## src/rtl/memctrl_host_pkg.sv

```systemverilog
// Shared types and constants for the MEMCTRL host-side sequencer.
package memctrl_host_pkg;

  // Transaction phases, in the order a transaction walks through them
  typedef enum logic [2:0] {
    IDLE  = 3'd0,
    CMD   = 3'd1,
    HOLD1 = 3'd2,
    GAP1  = 3'd3,
    DATA  = 3'd4,
    GAP2  = 3'd5
  } state_e;

  // Default CE pulse timing, in clocks
  localparam int unsigned CE_HI_DEF = 3;
  localparam int unsigned CE_LO_DEF = 3;

  // Operation encoding carried in the op register
  localparam logic OP_RD = 1'b0;
  localparam logic OP_WR = 1'b1;

endpackage

```

## src/rtl/memctrl_host_seq.sv

```systemverilog
// Host-side initiator for the MEMCTRL external bus: turns a valid/ready
// request stream into two-pulse CE transactions and captures read data.
// Optional expected-data checking is built when MEMCTRL_HOST_CHECK_EN is defined.
module memctrl_host_seq
  import memctrl_host_pkg::*;
#(
  parameter int unsigned ADDR_W = 16,
  parameter int unsigned DATA_W = 8,
  parameter int unsigned CE_HI  = CE_HI_DEF,
  parameter int unsigned CE_LO  = CE_LO_DEF,
  parameter int unsigned CNT_W  = 8
) (
  input  logic              CLK,
  input  logic              RST,
  input  logic              req_valid,
  output logic              req_ready,
  input  logic              req_wr,
  input  logic [ADDR_W-1:0] req_addr,
  input  logic [DATA_W-1:0] req_wdata,
`ifdef MEMCTRL_HOST_CHECK_EN
  input  logic [DATA_W-1:0] req_exp,
  output logic              rsp_mismatch,
  output logic [15:0]       err_cnt,
`endif
  output logic              rsp_valid,
  output logic [DATA_W-1:0] rsp_rdata,
  output logic              CE,
  output logic              CSB,
  output logic              WEB,
  output logic              OEB,
  output logic [ADDR_W-1:0] ADDR,
  output logic [DATA_W-1:0] IDATA,
  input  logic [DATA_W-1:0] ODATA,
  output logic              BIST_EN,
  output logic              BISR_EN,
  output logic [2:0]        BIST_MODE
);

  localparam logic [2:0] S_IDLE  = 3'(IDLE);
  localparam logic [2:0] S_CMD   = 3'(CMD);
  localparam logic [2:0] S_HOLD1 = 3'(HOLD1);
  localparam logic [2:0] S_GAP1  = 3'(GAP1);
  localparam logic [2:0] S_DATA  = 3'(DATA);
  localparam logic [2:0] S_GAP2  = 3'(GAP2);

  localparam logic [CNT_W-1:0] CNT_ONE   = CNT_W'(1);
  localparam logic [CNT_W-1:0] LD_HOLD1  = CNT_W'(CE_HI - 1);
  localparam logic [CNT_W-1:0] LD_GAP1   = CNT_W'(CE_LO);
  localparam logic [CNT_W-1:0] LD_DATA   = CNT_W'(CE_HI);
  localparam logic [CNT_W-1:0] LD_GAP2   = CNT_W'(CE_LO - 1);

  logic [2:0]       state_q;
  logic [2:0]       state_d;
  logic [CNT_W-1:0] cnt_q;
  logic [CNT_W-1:0] cnt_d;
  logic             op_q;

  logic             last_c;
  logic             accept_c;
  logic             capture_c;
  logic             rsp_valid_d;
  logic             req_ready_d;
  logic             ce_d;
  logic             csb_d;
  logic             web_d;
  logic             oeb_d;

  // MEMCTRL stays in normal mode
  assign BIST_EN   = 1'b0;
  assign BISR_EN   = 1'b0;
  assign BIST_MODE = 3'b000;

  // Next-state, phase counter and next bus-pin values
  always_comb begin
    state_d     = state_q;
    cnt_d       = cnt_q;
    last_c      = (cnt_q == CNT_ONE);
    accept_c    = 1'b0;
    capture_c   = 1'b0;
    rsp_valid_d = 1'b0;

    case (state_q)
      S_IDLE: begin
        if (req_valid) begin
          accept_c = 1'b1;
          state_d  = S_CMD;
          cnt_d    = CNT_ONE;
        end
      end
      S_CMD: begin
        if (CE_HI > 1) begin
          state_d = S_HOLD1;
          cnt_d   = LD_HOLD1;
        end else begin
          state_d = S_GAP1;
          cnt_d   = LD_GAP1;
        end
      end
      S_HOLD1: begin
        if (last_c) begin
          state_d = S_GAP1;
          cnt_d   = LD_GAP1;
        end else begin
          cnt_d = cnt_q - CNT_ONE;
        end
      end
      S_GAP1: begin
        if (last_c) begin
          state_d   = S_DATA;
          cnt_d     = LD_DATA;
          capture_c = (op_q == OP_RD);
        end else begin
          cnt_d = cnt_q - CNT_ONE;
        end
      end
      S_DATA: begin
        if (last_c) begin
          state_d = S_GAP2;
          cnt_d   = LD_GAP2;
        end else begin
          cnt_d = cnt_q - CNT_ONE;
        end
      end
      S_GAP2: begin
        if (last_c) begin
          state_d     = S_IDLE;
          cnt_d       = '0;
          rsp_valid_d = 1'b1;
        end else begin
          cnt_d = cnt_q - CNT_ONE;
        end
      end
      default: begin
        state_d = S_IDLE;
        cnt_d   = '0;
      end
    endcase

    // Pin values belong to the state being entered, so they can be registered
    ce_d        = 1'b0;
    csb_d       = 1'b1;
    web_d       = 1'b1;
    oeb_d       = OEB;
    req_ready_d = (state_d == S_IDLE);

    case (state_d)
      S_IDLE: begin
        oeb_d = 1'b1;
      end
      S_CMD: begin
        // CMD is only entered on accept, so the op comes straight from the request
        ce_d  = 1'b1;
        csb_d = 1'b0;
        web_d = (req_wr == OP_RD);
        oeb_d = (req_wr == OP_WR);
      end
      S_HOLD1: begin
        ce_d = 1'b1;
      end
      S_GAP1: begin
        ce_d = 1'b0;
      end
      S_DATA: begin
        ce_d  = 1'b1;
        oeb_d = 1'b1;
      end
      S_GAP2: begin
        oeb_d = 1'b1;
      end
      default: begin
        oeb_d = 1'b1;
      end
    endcase
  end

  // State, counter, request latch and bus-pin registers
  always_ff @(posedge CLK or posedge RST) begin
    if (RST) begin
      state_q   <= S_IDLE;
      cnt_q     <= '0;
      op_q      <= OP_RD;
      CE        <= 1'b0;
      CSB       <= 1'b1;
      WEB       <= 1'b1;
      OEB       <= 1'b1;
      ADDR      <= '0;
      IDATA     <= '0;
      req_ready <= 1'b1;
    end else begin
      state_q   <= state_d;
      cnt_q     <= cnt_d;
      CE        <= ce_d;
      CSB       <= csb_d;
      WEB       <= web_d;
      OEB       <= oeb_d;
      req_ready <= req_ready_d;
      if (accept_c) begin
        op_q  <= req_wr;
        ADDR  <= req_addr;
        IDATA <= req_wdata;
      end
    end
  end

  // Completion pulse and read-data capture at the end of the first CE gap
  always_ff @(posedge CLK or posedge RST) begin
    if (RST) begin
      rsp_valid <= 1'b0;
      rsp_rdata <= '0;
    end else begin
      rsp_valid <= rsp_valid_d;
      if (capture_c) begin
        rsp_rdata <= ODATA;
      end
    end
  end

`ifdef MEMCTRL_HOST_CHECK_EN
  logic [DATA_W-1:0] exp_q;
  logic              mism_c;

  // A read mismatches when the captured byte differs (X/Z included)
  always_comb begin
    mism_c = 1'b0;
    if (rsp_valid_d && (op_q == OP_RD)) begin
      mism_c = (rsp_rdata !== exp_q);
    end
  end

  // Expected-data latch, mismatch flag and saturating error counter
  always_ff @(posedge CLK or posedge RST) begin
    if (RST) begin
      exp_q        <= '0;
      rsp_mismatch <= 1'b0;
      err_cnt      <= '0;
    end else begin
      if (accept_c) begin
        exp_q <= req_exp;
      end
      rsp_mismatch <= mism_c;
      if (mism_c && (err_cnt != 16'hFFFF)) begin
        err_cnt <= err_cnt + 16'd1;
      end
    end
  end
`endif

endmodule

```

## config.mk

```make
export PLATFORM = sky130hd
export DESIGN_NAME = memctrl_host_seq
export DESIGN_NICKNAME = d
export VERILOG_FILES = /design/src/rtl/memctrl_host_pkg.sv /design/src/rtl/memctrl_host_seq.sv
export SDC_FILE = /design/constraint.sdc
export NUM_CORES = 1
export LEC_CHECK = 0
export CORE_AREA = 2 2 89 91
export DETAILED_ROUTE_END_ITERATION = 8
export DIE_AREA = 0 0 91 93
export HOLD_SLACK_MARGIN = 0.08
export PLACE_DENSITY = 0.56
export SLEW_MARGIN = 20
export SYNTH_ARGS = -nofsm -noshare
export SYNTH_HDL_FRONTEND = slang
export SYNTH_SLANG_ARGS = --single-unit
```

## constraint.sdc

```tcl
create_clock -name CLK -period 2.6 [get_ports CLK]
set_input_delay 0.65 -clock CLK [delete_from_list [all_inputs] [get_ports CLK]]
set_output_delay 0.65 -clock CLK [all_outputs]
set_load 0.01 [all_outputs]
```

==> results of run 1 <==
area by class of cell:
cell class	count	area [µm²]
Multi-Input combinational cell	159	846
Tap cell	102	128
Fill cell	770	4420
Sequential cell	50	1260
Timing Repair Buffer	75	758
Clock buffer	5	68.8
Clock inverter	3	21.3
Inverter	8	30.0
kinds of logic after synthesis:
group	after synthesis	share of synthesized area [%]
buffers and inverters	22	4.85
adder cells (fa/ha/maj)	2	1.14
flip-flops	50	57.3
other	1	0.171
AO/OA/AOI/OAI	29	8.39
multiplexers	9	4.56
AND/OR/NAND/NOR	111	22.4
XOR/XNOR	3	1.20
worst max-delay path, delay by kind of cell (launching register included):
kind	cells	cell delay [ns]
flops	1	0.39
simple gates	3	0.93
fa+ha+maj	1	0.18
mux	1	0.34
buf+inv	1	0.09
state kept, by name, indices dropped and copies added (netlist names):
signal     count
ADDR          16
IDATA          8
cnt_q          8
rsp_rdata      8
state_q        3
CE             1
CSB            1
OEB            1
WEB            1
op_q           1
req_ready      1
rsp_valid      1
Yosys cell counts (all sizes together), types with 2 or more instances:
library cell	n	area share [%]
nor2b	2	0.57
o32ai	2	0.80
nand4	2	1.3
clkbuf	4	0.68
ha	2	1.1
nor3	4	0.91
nand2	85	15
mux2	8	4.1
dfstp	4	4.8
inv	8	1.4
dfrtp	46	52
a21oi	5	1.1
nor2	8	1.7
o21ai	12	2.7
buf	10	2.8
xnor2	2	0.80
nor4	2	0.57
and3	2	0.57
routing by layer:
layer | wire, µm | GRT usage [%] | vias to the layer above
met4 | 34 | 3.79 | 0
met2 | 2340 | 20.6 | 55
met1 | 2250 | 14.9 | 805
met3 | 272 | 3.30 | 2
met5 | 0 | 0 | -
li1 | - | - | 881
stage by stage:
stage	total power [mW]	hold slack [ns]
floorplan	2.16	0.447
global placement	2.89	0.452
detailed placement	2.90	0.452
CTS	3.37	0.474
global route	3.60	0.497
finish	3.32	0.464
report_power, final:
part | leakage, nW | internal [mW] | switching, mW
clock network | 0.0441 | 0.189 | 0.257
registers | 0.608 | 1.13 | 0.255
logic | 0.748 | 0.832 | 0.657
worst paths after layout:
path                                            end  slack, ns  cells after the start
max                        rsp_rdata[6]$_DFFE_PP0P_       0.56                      6
min                                 OEB$_DFFE_PP1N_       0.46                      2
max reg2reg                rsp_rdata[6]$_DFFE_PP0P_       0.56                      6
min reg2reg                         OEB$_DFFE_PP1N_       0.46                      2
min in group asynchronous  rsp_rdata[5]$_DFFE_PP0P_       0.66                      2
max in group asynchronous           OEB$_DFFE_PP1N_       1.36                      3
==> flow_summary.json, run 1 <==
{
  "status": "complete, no violations",
  "ctsHoldBuffers": 0,
  "cp.arrival_ns": 2.22,
  "grt_first_pass_wirelength_um": 8240,
  "cts_sinks": 50,
  "h-tree-depth": 2,
  "final_util_pct": 41.3,
  "die-area_um2": 8460,
  "area_growth_syn_to_layout_pct": 41.7,
  "wirelength_um": 4890,
  "skew_ns": 0.00787,
  "final_area_um2": 3110,
  "cts-resized-gates": 0,
  "synth_area_per_cell_um2": 9.66,
  "crit_slowest_cell": "or4b_4",
  "cp-startpoint": "cnt_q[1]$_DFFE_PP0P_",
  "power_leakage_nw": 1.40,
  "crit_required_ns": 2.79,
  "ys_warn_count": 0,
  "drc": 0,
  "cts_tree": "built",
  "dpl-instance-area_um2": 3020,
  "synth_edf_count": 0,
  "hold_viol": 0,
  "synth_cell_type_count": 43,
  "gp_congestion": 0.849,
  "start_util_pct": 29.1,
  "track_usage_pct": 12.1,
  "hold_class": "flop to flop",
  "worstMarginPinSlew_ns": 0.595,
  "final_cell_count_no_fill": 402,
  "maxCapViolCount": 0,
  "netlist_area_um2": 2190,
  "p_per_area_nw_per_um2": 1070,
  "core_area_um2": 7530,
  "clock-root-buffer": "clkbuf_8",
  "period_minus_slack_ns": 2.04,
  "nets": 337,
  "finalSetupTns_ns": 0,
  "ys_ff_latch": 50,
  "die_w_um": 91,
  "firstDrtPassIters": 4,
  "vias": 1743,
  "clock_path_buffers": 2,
  "vdd_drop_max_mv": 0.290,
  "clk-insertion-delay-late_ns": 0.30,
  "cp_slowest_stage_delay_ns": 0.51,
  "slew_headroom_pct": 60.0,
  "crit_type": "flop to flop",
  "path_max_fanout": 8,
  "final_cell_mix": "nand2_1, clkdlybuf4s50_1, dfrtp_1, o21ai_0, mux2_2",
  "cts_setup_buffers": 0,
  "cts_made_buffers": 5,
  "endpoint_kind": "flop",
  "placedCellCount": 394,
  "path_cells": "inv_1 -> ha_1 -> or4b_4 -> nor2_4 -> nand4_4 -> mux2_2",
  "drive_gt1_share_pct": 9.33,
  "rsz0062_at_grt": "false",
  "slew_violations": 0,
  "grt_max_degree": 33,
  "ys_async_sr_fraction_pct": 100,
  "portBuffers": 73,
  "synth_cells": 227,
  "r2r-start": "cnt_q[1]$_DFFE_PP0P_",
  "layout_setup_ws_ns": 0.563,
  "max_clock_freq_ghz": 0.491,
  "worstHoldStart": "OEB$_DFFE_PP1N_",
  "place_ws_ns": 0.354,
  "first_global_vias": 1782,
  "wl_per_cell_um": 12.2,
  "place_hpwl_um": 3480,
  "drt_iter0_drc": 75,
  "antenna_cells": 0,
  "grt-ovfl-total": 0,
  "die-height_um": 93,
  "antenna_found_initial": 0,
  "via_per_inst": 4.34,
  "ys.flop_type": "dfrtp_1",
  "cts.reportedPaths.clkPinSlew_ns": 0.09,
  "final_common_cell": "nand2_1",
  "seq_area_frac_synth_pct": 57.3,
  "period_share_pct": 78.3,
  "start_kind": "flop",
  "io_pins": 79,
  "drtAntennaViolNets": 0,
  "row_count": 32,
  "finalSetupViolCount": 0
}
Power figures use the tool's default switching activity.
==> run 2: changes to the inputs <==
==> constraint.sdc (replaced) <==
create_clock -name CLK -period 1.9 [get_ports CLK]
set_input_delay 0.475 -clock CLK [delete_from_list [all_inputs] [get_ports CLK]]
set_output_delay 0.475 -clock CLK [all_outputs]
set_load 0.01 [all_outputs]
==> run 2 against run 1 <==
Net effect: via count is 4.9% higher; final cell count is 3.5% higher; hold slack better by 0.012 ns; register-to-register slack worse by 0.55 ns; core utilization is 2.2 points higher; first-iteration DRC count is 32% higher; largest cell class unchanged; total power is 48% higher; critical endpoint is now rsp_rdata[4]$_DFFE_PP0P_; final area is 5.4% higher.
==> flow_summary.json, run 2 (same netlist as run 1, synthesis figures left out) <==
{
  "core_area_um2": 7530,
  "skew_ns": 0.00821,
  "p_per_area_nw_per_um2": 1500,
  "cts_tree": "built",
  "gp_congestion": 0.832,
  "antenna_found_initial": 0,
  "antenna_cells": 0,
  "path_max_fanout": 8,
  "final_common_cell": "nand2_1",
  "nets": 351,
  "path_cells": "inv_2 -> ha_4 -> or4b_4 -> nor2_4 -> nand4_4 -> mux2_4",
  "io_pins": 79,
  "first_global_vias": 1889,
  "die_w_um": 91,
  "hold_path_depth": 2,
  "final_cell_mix": "nand2_1, clkdlybuf4s50_1, dfrtp_1, buf_4, o21ai_0",
  "die-area_um2": 8460,
  "slew_headroom_pct": 63.8,
  "die-height_um": 93,
  "period_minus_slack_ns": 1.89,
  "worstMarginPinSlew_ns": 0.538,
  "clock-root-buffer": "clkbuf_8",
  "portBuffers": 73,
  "grt-ovfl-total": 0,
  "worstRegToRegCells": 6,
  "start_kind": "flop",
  "clk-insertion-delay-late_ns": 0.30,
  "firstDrtPassIters": 4,
  "crit_slowest_cell": "or4b_4",
  "vias": 1828,
  "max_clock_freq_ghz": 0.530,
  "drt_iter0_drc": 99,
  "clock_path_buffers": 2,
  "via_per_inst": 4.39,
  "cp_slowest_stage_delay_ns": 0.49,
  "period_share_pct": 99.3,
  "crit_type": "flop to flop",
  "place_hpwl_um": 3740,
  "drive_gt1_share_pct": 14.6,
  "wl_per_cell_um": 12.7,
  "rsz0062_at_grt": "true",
  "grt_first_pass_wirelength_um": 8880,
  "endpoint_kind": "flop",
  "hold_class": "flop to flop",
  "registers.top_by_ff_count": "ADDR",
  "track_usage_pct": 13.1,
  "slew_violations": 0,
  "vdd_drop_max_mv": 0.459,
  "ctsHoldBuffers": 0,
  "status": "complete, no violations",
  "cts_made_buffers": 5,
  "maxCapViolCount": 0,
  "drtAntennaViolNets": 0,
  "cts.reportedPaths.clkPinSlew_ns": 0.09,
  "hold_viol": 0,
  "start_util_pct": 29.1,
  "finalSetupViolCount": 0,
  "row_count": 32,
  "crit_required_ns": 2.08,
  "wirelength_um": 5300,
  "area_growth_syn_to_layout_pct": 49.3,
  "final_util_pct": 43.5,
  "drc": 0,
  "cts_sinks": 50,
  "power_leakage_nw": 1.50,
  "finalSetupTns_ns": 0,
  "cp.arrival_ns": 2.07,
  "h-tree-depth": 2,
  "largest_reg_flops": 16,
  "grt_max_degree": 51
}
[run 2: through the flow]
step | power, mW | cells | worst slack [ns] | hold WS, ns | cell area, µm²
floorplan | 2.96 | 231 | 0.0540 | 0.447 | 2210
global placement | 4.05 | 407 | 0.0281 | 0.452 | 3120
detailed placement | 4.09 | 407 | -0.00344 | 0.461 | 3120
CTS | 4.92 | 415 | 0.00648 | 0.481 | 3240
global route | 5.29 | 416 | -0.0658 | 0.503 | 3270
finish | 4.91 | 416 | 0.0133 | 0.476 | 3270
[run 2: timing repair]
item                                    in CTS  in global routing
resized for setup                            0                  7
setup buffers                                0                  1
pin swaps                                    1                  2
endpoints found under the setup margin       8                 14
[run 2: path summary, 6_finish.rpt]
check	start	to	slack [ns]
max	cnt_q[1]$_DFFE_PP0P_	rsp_rdata[4]$_DFFE_PP0P_	0.01
min	OEB$_DFFE_PP1N_	OEB$_DFFE_PP1N_	0.48
max reg2reg	cnt_q[1]$_DFFE_PP0P_	rsp_rdata[4]$_DFFE_PP0P_	0.01
min reg2reg	OEB$_DFFE_PP1N_	OEB$_DFFE_PP1N_	0.48
max in group asynchronous	RST	req_ready$_DFF_PP1_	1.08
min in group asynchronous	RST	IDATA[4]$_DFFE_PP0P_	0.52
[run 2: layout make-up]
class                      count  area (µm²)
clock buffer                   6        82.6
clock inverter                 2        38.8
fill                         762        4250
tap                          102         128
timing repair buffer          89         866
multi-input combinational    159         873
inverter                       8        30.0
sequential                    50        1260
[run 2: where the power goes]
part           leakage, nW  switching, mW  total (mW)  internal [mW]
combinational        0.826           1.01        2.27           1.25
clock               0.0618          0.358       0.791          0.433
sequential           0.608          0.306        1.85           1.54
[run 2: critical path, delay by kind of cell, from the launching register on]
kind                       cells  cell delay [ns]
adders and majority gates      1             0.13
and+or+nand+nor                3             0.82
buffers and inverters          1             0.09
DFF                            1             0.40
muxes                          1             0.34
[run 2: per-layer routing]
| layer | share of wire (%) | global-route usage [%] | up-vias |
|---|---|---|---|
| met3 | 5.0 | 3.55 | 2 |
| met1 | 46 | 16.5 | 867 |
| met5 | 0 | 0 | - |
| met2 | 48 | 22.0 | 49 |
| li1 | - | - | 910 |
| met4 | 0.76 | 3.79 | 0 |
